**src/rtl/price_packet_tx.sv**
```systemverilog
// Serialises a price pair into a 6-byte 8N1 UART frame:
// HEADER, A_hi, A_lo, B_hi, B_lo, FOOTER, back-to-back with no gap.
module price_packet_tx #(
  parameter int          CLK_HZ = 50000000,
  parameter int          BAUD   = 115200,
  parameter logic [7:0]  HEADER = 8'hAA,
  parameter logic [7:0]  FOOTER = 8'h55
) (
  input  logic        clk,
  input  logic        rst,
  input  logic        send,
  input  logic [15:0] price_A,
  input  logic [15:0] price_B,
  output logic        busy,
  output logic        frame_done,
  output logic        uart_tx
);

  localparam int CPB = CLK_HZ / BAUD;
  localparam int CW  = (CPB > 1) ? $clog2(CPB) : 1;
  localparam logic [CW-1:0] CNT_MAX = CW'(CPB - 1);

  typedef enum logic [1:0] {
    IDLE,
    START,
    DATA,
    STOP
  } state_t;

  state_t        state, state_n;
  logic [CW-1:0] cnt, cnt_n;
  logic [2:0]    bit_idx, bit_idx_n;
  logic [2:0]    byte_idx, byte_idx_n;
  logic [47:0]   frame, frame_n;
  logic          tx, tx_n;
  logic          done, done_n;
  logic [7:0]    cur;
  logic [2:0]    nxt_bit;
  logic          bit_end;

  assign busy       = (state != IDLE);
  assign frame_done = done;
  assign uart_tx    = tx;
  assign bit_end    = (cnt == CNT_MAX);
  assign nxt_bit    = bit_idx + 3'd1;

  // Pick the byte currently being shifted out of the latched frame.
  always_comb begin
    cur = 8'hFF;
    case (byte_idx)
      3'd0:    cur = frame[47:40];
      3'd1:    cur = frame[39:32];
      3'd2:    cur = frame[31:24];
      3'd3:    cur = frame[23:16];
      3'd4:    cur = frame[15:8];
      3'd5:    cur = frame[7:0];
      default: cur = 8'hFF;
    endcase
  end

  // State, counters, frame buffer and registered line outputs.
  always_ff @(posedge clk or negedge rst) begin
    if (!rst) begin
      state    <= IDLE;
      cnt      <= '0;
      bit_idx  <= '0;
      byte_idx <= '0;
      frame    <= '0;
      tx       <= 1'b1;
      done     <= 1'b0;
    end else begin
      state    <= state_n;
      cnt      <= cnt_n;
      bit_idx  <= bit_idx_n;
      byte_idx <= byte_idx_n;
      frame    <= frame_n;
      tx       <= tx_n;
      done     <= done_n;
    end
  end

  // Next-state logic; tx_n is the line level for the coming cycle.
  always_comb begin
    state_n    = state;
    cnt_n      = cnt;
    bit_idx_n  = bit_idx;
    byte_idx_n = byte_idx;
    frame_n    = frame;
    tx_n       = tx;
    done_n     = 1'b0;
    unique case (state)
      IDLE: begin
        tx_n = 1'b1;
        if (send) begin
          frame_n    = {HEADER, price_A, price_B, FOOTER};
          byte_idx_n = '0;
          bit_idx_n  = '0;
          cnt_n      = '0;
          state_n    = START;
          tx_n       = 1'b0;
        end
      end
      START: begin
        if (bit_end) begin
          cnt_n     = '0;
          bit_idx_n = '0;
          state_n   = DATA;
          tx_n      = cur[0];
        end else begin
          cnt_n = cnt + 1'b1;
        end
      end
      DATA: begin
        if (bit_end) begin
          cnt_n = '0;
          if (bit_idx == 3'd7) begin
            state_n = STOP;
            tx_n    = 1'b1;
          end else begin
            bit_idx_n = nxt_bit;
            tx_n      = cur[nxt_bit];
          end
        end else begin
          cnt_n = cnt + 1'b1;
        end
      end
      STOP: begin
        if (bit_end) begin
          cnt_n = '0;
          if (byte_idx == 3'd5) begin
            state_n = IDLE;
            done_n  = 1'b1;
            tx_n    = 1'b1;
          end else begin
            byte_idx_n = byte_idx + 3'd1;
            state_n    = START;
            tx_n       = 1'b0;
          end
        end else begin
          cnt_n = cnt + 1'b1;
        end
      end
      default: begin
        state_n = IDLE;
        tx_n    = 1'b1;
      end
    endcase
  end

endmodule

```
**config.mk**
```make
export PLATFORM = sky130hd
export DESIGN_NAME = price_packet_tx
export DESIGN_NICKNAME = d
export VERILOG_FILES = /design/src/rtl/price_packet_tx.sv
export SDC_FILE = /design/constraint.sdc
export NUM_CORES = 1
export LEC_CHECK = 0
export BUFFER_PORTS_ARGS = -buffer_cell sky130_fd_sc_hd__buf_2
export CELL_PAD_IN_SITES_DETAIL_PLACEMENT = 0
export CELL_PAD_IN_SITES_GLOBAL_PLACEMENT = 1
export CORE_UTILIZATION = 49
export DETAILED_ROUTE_END_ITERATION = 16
export PLACE_DENSITY_LB_ADDON = 0.1
export SETUP_SLACK_MARGIN = 0.2
export SYNTH_ARGS = -nofsm -noshare
export SYNTH_HDL_FRONTEND = slang
export SYNTH_SLANG_ARGS = --single-unit
```
**constraint.sdc**
```tcl
create_clock -name clk -period 4.7 [get_ports clk]
set_input_delay 0.47 -clock clk [delete_from_list [all_inputs] [get_ports clk]]
set_output_delay 0.47 -clock clk [all_outputs]
set_load 0.01 [all_outputs]
```
==> results of run 1 <==
-- cells in the final DEF, fill, tap and decap left out, drive strengths merged, types with 5 or more instances in the layout --
master | synthesis | routed
nand2 | 12 | 12
a21oi | 7 | 7
ha | 14 | 14
nand3 | 5 | 5
dfrtp | 51 | 51
a22oi | 7 | 7
buf | 3 | 39
o21ai | 10 | 10
clkbuf | 8 | 5
inv | 13 | 14
mux2 | 34 | 34
nor2 | 13 | 13
-- layout make-up --
cell class                 count  share of cell area (%)
multi-input combinational    161                    43.2
sequential                    52                    42.6
timing repair buffer          39                    6.55
tap                           70                    2.87
clock buffer                   5                    2.25
inverter                      13                    1.60
clock inverter                 3                   0.860
-- worst max path at each step --
stage                start        to  cells after the start
2_1_floorplan     state[0]  state[1]                      7
6_report       byte_idx[2]   uart_tx                      6
5_1_grt        byte_idx[2]   uart_tx                      6
4_1_cts        byte_idx[2]   uart_tx                      6
3_3_place_gp   byte_idx[2]   uart_tx                      6
3_5_place_dp   byte_idx[2]   uart_tx                      6
-- stage by stage --
step	hold WS (ps)	instances
after global placement	488	335
after CTS	268	343
after floorplan	174	237
final	262	343
after detailed placement	495	335
after global routing	314	343
-- cells by family (layout without fill, tap and decap cells) --
| family | count (synthesis) | after routing | share of synthesized area (%) |
|---|---|---|---|
| buffers and inverters | 24 | 60 | 3.41 |
| muxes | 37 | 37 | 15.3 |
| AOI/OAI and AO/OA | 52 | 52 | 13.9 |
| xor gates and xnor gates | 6 | 6 | 1.94 |
| adders and majority gates | 14 | 14 | 6.45 |
| and+or+nand+nor | 52 | 52 | 11.0 |
| DFF | 52 | 52 | 48.0 |
-- critical path, stage by stage (launching register included) --
cell	delay (ps)
dfrtp_1	780
inv_1	200
ha_1	350
a2111oi_0	570
o21ai_0	150
nand4_1	130
a22o_1	140
-- where the power goes --
| part | internal [µW] | switching (µW) |
|---|---|---|
| combinational | 10.6 | 12.0 |
| clock | 109 | 157 |
| sequential | 447 | 0 |
| total | 566 | 169 |
-- sequential cells by signal (all words and copies together) (netlist names) --
signal,count
byte_idx,3
cnt,9
bit_idx,3
frame_done,1
frame,33
uart_tx,1
state,2
-- metal layers --
layer	vias up	GRT usage [%]	wire, µm
li1	940	-	-
met1	935	30.8	2780
met2	38	29.3	2300
met3	5	4.31	233
met4	0	7.50	50
met5	-	0	0
==> results.sh, run 1 <==
export IMPL_status="finished, final reports clean"
export IMPL_synth_edf_count=0
export IMPL_fillers=470
export IMPL_grt_usage_pct=20.6
export IMPL_cts_resized=0
export IMPL_die_w_um=76.4
export IMPL_area_delta_synth_final_pct=12.5
export IMPL_yosys_area_top_type_share_pct=47.0
export IMPL_coreArea_um2=5240
export IMPL_clock_skew_ps=14.3
export IMPL_fin_nets=321
export IMPL_grt_pass1_vias=1937
export IMPL_syn_area_um2=2720
export IMPL_period_needed_ps=2380
export IMPL_maxCapViolations=0
export IMPL_drive_above_1_share_pct=33.3
export IMPL_cts_tree="done"
export IMPL_seq_area_um2=1300
export IMPL_drt_pass1_iterations=4
export IMPL_drc=0
export IMPL_utilization_pct=58.3
export IMPL_post_cts_setup_buffer_count=0
export IMPL_port_buffers=37
export IMPL_dpl_hpwl_mm=3.89
export IMPL_avgSynthCellArea_um2=11.5
export IMPL_cp_max_fo=21
export IMPL_fin_ws_ps=2320
export IMPL_hold_violations=0
export IMPL_antenna_found_initial=0
export IMPL_required_ps=4960
export IMPL_setup_viol=0
export IMPL_drt_wl_total_mm=5.36
export IMPL_crit_path_end_kind="register"
export IMPL_ys_seq_area_share_pct=48.0
export IMPL_synthMostInstantiatedCell="dfrtp_1"
export IMPL_cts_buffers=5
export IMPL_clock_latency_ps=320
export IMPL_fin_crit_sh_pct=50.7
export IMPL_n_antenna_cell=0
export IMPL_root_buffer="clkbuf_8"
export IMPL_r2r_start="byte_idx[2]"
export IMPL_overflow=0
export IMPL_synthDistinctLibCells=50
export IMPL_ys_warn_count=0
export IMPL_reg2reg_setup_slack_ps=2320
export IMPL_cts_sinks=52
export IMPL_critPathKind="register to register"
export IMPL_maxSlewViolCount=0
export IMPL_wl_per_cell_um=15.6
export IMPL_synth_seq_cells=52
export IMPL_place_gp_congestion=0.773
export IMPL_pre_cts_slack_ps=2370
export IMPL_synth_area_leaders="dfrtp_1 (47%), mux2_2 (14%), ha_1 (6.5%)"
export IMPL_grt_max_degree=53
export IMPL_yosys_area_top_type="dfrtp_1"
export IMPL_setup_tns_ps=0
export IMPL_clk_pin_slew_ps=100
export IMPL_clk_path_buf_depth=2
export IMPL_start_util_pct=51.8
export IMPL_boundaryPins=38
export IMPL_vdd_ir_drop_max_uv=190
export IMPL_finalInstanceArea_um2=3050
export IMPL_maxSlewHeadroom_pct=53.8
export IMPL_worst_slew_pin_slew_ps=691
export IMPL_ant_nets=0
export IMPL_leakagePower_uw=0.00146
export IMPL_multiInputGateArea_um2=1320
export IMPL_drt_iter0_markers=59
export IMPL_postCtsHoldBufs=0
export IMPL_worstReg2RegEnd="uart_tx"
export IMPL_h_tree_depth=2
export IMPL_r2r_cells=6
export IMPL_rsz0062_at_grt="no"
export IMPL_vias=1918
export IMPL_netlist_top_cells_count="dfrtp_1 (51), mux2_2 (33), ha_1 (14), inv_1 (13), nor2_1 (13)"
export IMPL_die_y_um=76.4
export IMPL_rows=26
export IMPL_cp_start_kind="register"
export IMPL_syn_inst=237
export IMPL_vias_per_cell=5.59
export IMPL_power_density_nw_per_um2=241
export IMPL_cp_arrival_ps=2640
export IMPL_synthesis_nets=286
export IMPL_p_total_uw=735
export IMPL_placed_cell_area_um2=2960
export IMPL_min_path_type="primary input to asynchronous set/reset pin"
export IMPL_fmax_mhz=419
export IMPL_synthArstFlopShare_pct=100
export IMPL_die_area_um2=5840
export IMPL_ys_flop_type="dfrtp_1"
export IMPL_grt_pass1_wl_mm=9.45
Power figures use the tool's default switching activity.
==> run 2: changes to the inputs <==
- CORE_UTILIZATION: 49 -> 41
- clock period: 4.7 -> 2.1 ns (I/O delays scaled with it)
==> run 2 against run 1 <==
Net effect:
- clock skew shrank 6.1 ps
- core utilization shrank 5.5 points
- largest power group unchanged
- first-iteration DRC count rose by 81%
==> results.sh, run 2 (same netlist as run 1, synthesis figures left out) <==
export IMPL_status="finished, final reports clean"
export IMPL_place_gp_congestion=0.759
export IMPL_clock_latency_ps=310
export IMPL_cts_tree="done"
export IMPL_dpl_hpwl_mm=4.10
export IMPL_hold_ws_ps=8.93
export IMPL_start_util_pct=42.5
export IMPL_port_buffers=37
export IMPL_grt_pass1_vias=1969
export IMPL_grt_pass1_wl_mm=9.90
export IMPL_hold_violations=0
export IMPL_antenna_found_initial=0
export IMPL_leakagePower_uw=0.00159
export IMPL_clk_path_buf_depth=2
export IMPL_fin_nets=343
export IMPL_vdd_ir_drop_max_uv=397
export IMPL_drive_above_1_share_pct=45.8
export IMPL_ant_nets=0
export IMPL_die_y_um=83.4
export IMPL_die_area_um2=6950
export IMPL_crit_path_max_incr_delay_ps=460
export IMPL_instances_no_fill=372
export IMPL_drc=0
export IMPL_max_flop_register="frame"
export IMPL_root_buffer="clkbuf_8"
export IMPL_worst_slew_pin_slew_ps=649
export IMPL_drt_wl_total_mm=5.87
export IMPL_grt_usage_pct=17.9
export IMPL_setup_viol=0
export IMPL_maxSlewViolCount=0
export IMPL_largest_reg_flops=33
export IMPL_reg2reg_setup_slack_ps=220
export IMPL_cp_top_family="simple AND/OR/NAND/NOR gates"
export IMPL_clock_skew_ps=8.26
export IMPL_maxCapViolations=0
export IMPL_worst_path_max_delay_cell="or4_4"
export IMPL_boundaryPins=38
export IMPL_layout_commonest_cell="dfrtp_1"
export IMPL_coreArea_um2=6390
export IMPL_required_ps=2350
export IMPL_wl_per_cell_um=15.8
export IMPL_critPathKind="register to register"
export IMPL_grt_max_degree=53
export IMPL_period_needed_ps=1880
export IMPL_vias_per_cell=5.47
export IMPL_top_regs="frame (33), cnt (9)"
export IMPL_crit_buf_inv=1
export IMPL_overflow=0
export IMPL_cp_arrival_ps=2120
export IMPL_clk_pin_slew_ps=100
export IMPL_crit_path_end_kind="register"
export IMPL_numPlacedInstances=356
export IMPL_area_delta_synth_final_pct=24.1
export IMPL_cp_max_fo=3
export IMPL_die_w_um=83.4
export IMPL_min_path_type="primary input to asynchronous set/reset pin"
export IMPL_drt_iter0_markers=107
export IMPL_fin_crit_sh_pct=89.3
export IMPL_p_total_uw=1760
export IMPL_rsz0062_at_grt="yes"
export IMPL_vias=2034
export IMPL_n_antenna_cell=0
export IMPL_cp_start_kind="register"
export IMPL_rows=29
export IMPL_h_tree_depth=2
export IMPL_power_density_nw_per_um2=521
export IMPL_cts_buffers=5
export IMPL_cts_sinks=52
export IMPL_drt_pass1_iterations=4
export IMPL_mostFrequentLayoutCells="dfrtp_1 (49), buf_2 (37), mux2_2 (32), buf_4 (24), nor2_1 (13)"
export IMPL_fmax_mhz=533
export IMPL_path_cells="inv_2 > ha_4 > nand4b_4 > or4_4 > o21ai_2 > mux2_4 > a22o_1"
export IMPL_maxSlewHeadroom_pct=56.7
run 2: cell types whose count changed in the layout (fill, tap and decap cells not counted), sizes merged:
cell / delta
buf: +22
clkinv: -2
bufinv: +1
clkbuf: +1
run 2: where the power goes:
group / internal [µW] / switching, µW
sequential: 1000 / 0
clock: 361 / 344
combinational: 23.7 / 27.1
run 2: final timing paths:
check	end	from	cells past startpoint
min in group clk	frame[23]	price_B[15]	2
hold / removal	byte_idx[2]	rst	2
setup / recovery	uart_tx	cnt[1]	7
hold reg to reg	frame[38]	frame[38]	1
setup reg to reg	uart_tx	cnt[1]	7
max in group asynchronous	state[0]	rst	2
run 2: per-layer routing:
metal,GRT usage [%],vias to the layer above,wire (µm)
met2,25.7,43,2550
met1,27.2,996,3020
met4,5.17,0,65
li1,-,988,-
met5,0,-,0
met3,3.58,7,226
run 2: through the flow:
| stage | util, % | TNS [ps] | setup WS [ps] | cell area [µm²] |
|---|---|---|---|---|
| after floorplan | - | 0 | 208 | 2720 |
| after global placement | 48.1 | 0 | 48.2 | 3070 |
| after detailed placement | 48.1 | -27.1 | -27.1 | 3070 |
| after CTS | 51.2 | 0 | 172 | 3270 |
| after global routing | 52.8 | 0 | 151 | 3370 |
| final | 52.8 | 0 | 225 | 3370 |
run 2: layout make-up:
| type | count | area, µm² |
|---|---|---|
| Inverter | 13 | 48.8 |
| Tap cell | 77 | 96.3 |
| Fill cell | 589 | 3020 |
| Sequential cell | 52 | 1310 |
| Timing Repair Buffer | 61 | 365 |
| Clock inverter | 2 | 38.8 |
| Clock buffer | 6 | 72.6 |
| Multi-Input combinational cell | 161 | 1440 |
run 2: repair_timing:
item,in CTS,in global routing
hold endpoints to repair,0,0
setup endpoints to repair,2,38
hold buffers,0,0
gates resized for setup,14,20
gates cloned,0,0
buffers inserted,5,3
pin swaps,1,6
==> run 3: changes to the inputs <==
==> constraint.sdc (replaced) <==
create_clock -name clk -period 2.1 [get_ports clk]
set_input_delay 0.42 -clock clk [delete_from_list [all_inputs] [get_ports clk]]
set_output_delay 0.42 -clock clk [all_outputs]
set_load 0.01 [all_outputs]
==> run 3 against run 2 <==
Net effect:
- register-to-register slack worse by 30 ps
- worst hold slack better by 77 ps
- total power down 6.3%
- largest power group unchanged
- sequential share of layout area up 0.055 points
- final area down 0.33%
- clock-buffer cell count down 1
- clock skew down 0.60 ps
- first-iteration DRC count down 12%
- via count down 2.4%
- die area unchanged
- final cell count down 0.54%
==> results.sh, run 3 (same netlist as run 1, synthesis figures left out) <==
export IMPL_root_buffer="clkbuf_8"
export IMPL_cp_start_kind="register"
export IMPL_maxSlewViolCount=0
export IMPL_place_gp_congestion=0.753
export IMPL_boundaryPins=38
export IMPL_status="finished, final reports clean"
export IMPL_rsz0062_at_grt="yes"
export IMPL_drt_pass1_iterations=4
export IMPL_drt_iter0_markers=94
export IMPL_grt_pass1_wl_mm=10.0
export IMPL_cts_buffers=5
export IMPL_die_area_um2=6950
export IMPL_coreArea_um2=6390
export IMPL_fmax_mhz=524
export IMPL_clk_path_buf_depth=2
export IMPL_area_delta_synth_final_pct=23.7
export IMPL_fillers=590
export IMPL_drc=0
export IMPL_clock_latency_ps=310
export IMPL_cts_sinks=52
export IMPL_vias_per_cell=5.37
export IMPL_power_density_nw_per_um2=489
export IMPL_vdd_ir_drop_max_uv=324
export IMPL_mostFrequentLayoutCells="dfrtp_1 (51), buf_2 (37), mux2_2 (32), buf_4 (21), nor2_1 (13)"
export IMPL_fin_crit_sh_pct=90.9
export IMPL_n_antenna_cell=0
export IMPL_antenna_found_initial=0
export IMPL_h_tree_depth=2
export IMPL_crit_path_end_kind="register"
export IMPL_clock_skew_ps=7.65
export IMPL_required_ps=2340
export IMPL_cp_arrival_ps=2150
export IMPL_max_flop_register="frame"
export IMPL_cp_max_fo=8
export IMPL_start_util_pct=42.5
export IMPL_postCtsHoldBufs=0
export IMPL_grt_usage_pct=18.3
export IMPL_die_y_um=83.4
export IMPL_grt_max_degree=32
export IMPL_maxCapViolations=0
export IMPL_vias=1986
export IMPL_worst_slew_pin_slew_ps=559
export IMPL_drt_wl_total_mm=6.02
export IMPL_setup_tns_ps=0
export IMPL_reg2reg_setup_slack_ps=190
export IMPL_top_regs="frame (33), cnt (9)"
export IMPL_cts_tree="done"
export IMPL_largest_reg_flops=33
export IMPL_die_w_um=83.4
export IMPL_layout_commonest_cell="dfrtp_1"
export IMPL_leakagePower_uw=0.00158
export IMPL_drive_above_1_share_pct=44.7
export IMPL_clk_pin_slew_ps=100
export IMPL_port_buffers=37
export IMPL_p_total_uw=1640
export IMPL_overflow=0
export IMPL_ant_nets=0
export IMPL_setup_viol=0
export IMPL_dpl_hpwl_mm=4.20
export IMPL_period_needed_ps=1910
export IMPL_fin_nets=341
export IMPL_grt_pass1_vias=2006
export IMPL_maxSlewHeadroom_pct=62.7
export IMPL_critPathKind="register to register"
export IMPL_wl_per_cell_um=16.3
export IMPL_rows=29
export IMPL_hold_violations=0
export IMPL_min_path_type="primary input to asynchronous set/reset pin"
run 3: changes by cell type in the layout (fill, tap and decap cells not counted), sizes merged:
cell / before / now
clkinv: 0 / 1
bufinv: 1 / 0
clkbuf: 6 / 5
buf: 61 / 59
clkinvlp: 0 / 1
run 3: per-layer routing:
metal | track usage [%] | wire length (µm) | up-vias
met5 | 0 | 0 | -
met3 | 3.48 | 166 | 8
met4 | 4.70 | 91 | 0
li1 | - | - | 980
met2 | 26.8 | 2670 | 47
met1 | 27.6 | 3100 | 951
run 3: power by group:
part	leakage [µW]	switching (µW)	internal [µW]
clock	0.0000445	352	237
sequential	0.000672	0	1000
combinational	0.000862	28.3	26.3
run 3: repair_timing:
action | 4_1_cts | 5_1_grt
buffers inserted | 5 | 1
pin swaps | 4 | 4
resized for setup | 18 | 18
endpoints found under the setup margin | 7 | 34
run 3: final timing paths:
check,endpoint,cells after the start,start
max,uart_tx,7,byte_idx[0]
min,frame[25],1,rst
max reg2reg,uart_tx,7,byte_idx[0]
min reg2reg,frame[9],1,frame[9]
max in group asynchronous,bit_idx[2],2,rst
min in group clk,frame[21],2,price_B[13]
run 3: critical path, cell delays in order, from the launching register on:
cell	delay, ps
dfrtp_1	420
buf_4	160
ha_4	200
a221oi_2	280
a21oi_2	80
a2111oi_2	350
o32ai_1	140
a22o_1	210
run 3: final cells by class:
class / instances / area (µm²) / area share [%]
clock buffers: 5 / 68.8 / 2.05
flip-flops and latches: 52 / 1300 / 38.8
repair buffers: 59 / 363 / 10.8
multi-input cells: 161 / 1460 / 43.4
well taps: 77 / 96.3 / 2.87
inverters: 13 / 48.8 / 1.45
clock inverters: 3 / 21.3 / 0.633
run 3: metrics by stage:
step | setup slack [ps] | cells | utilization [%] | instance area (µm²) | hold WS [ps]
final | 190 | 370 | 52.6 | 3360 | 85.8
after CTS | 173 | 369 | 51.3 | 3270 | 110
after detailed placement | 11.6 | 356 | 48.3 | 3090 | 455
after floorplan | 208 | 237 | - | 2720 | 124
after global routing | 101 | 370 | 52.6 | 3360 | 126
after global placement | 54.2 | 356 | 48.3 | 3090 | 444
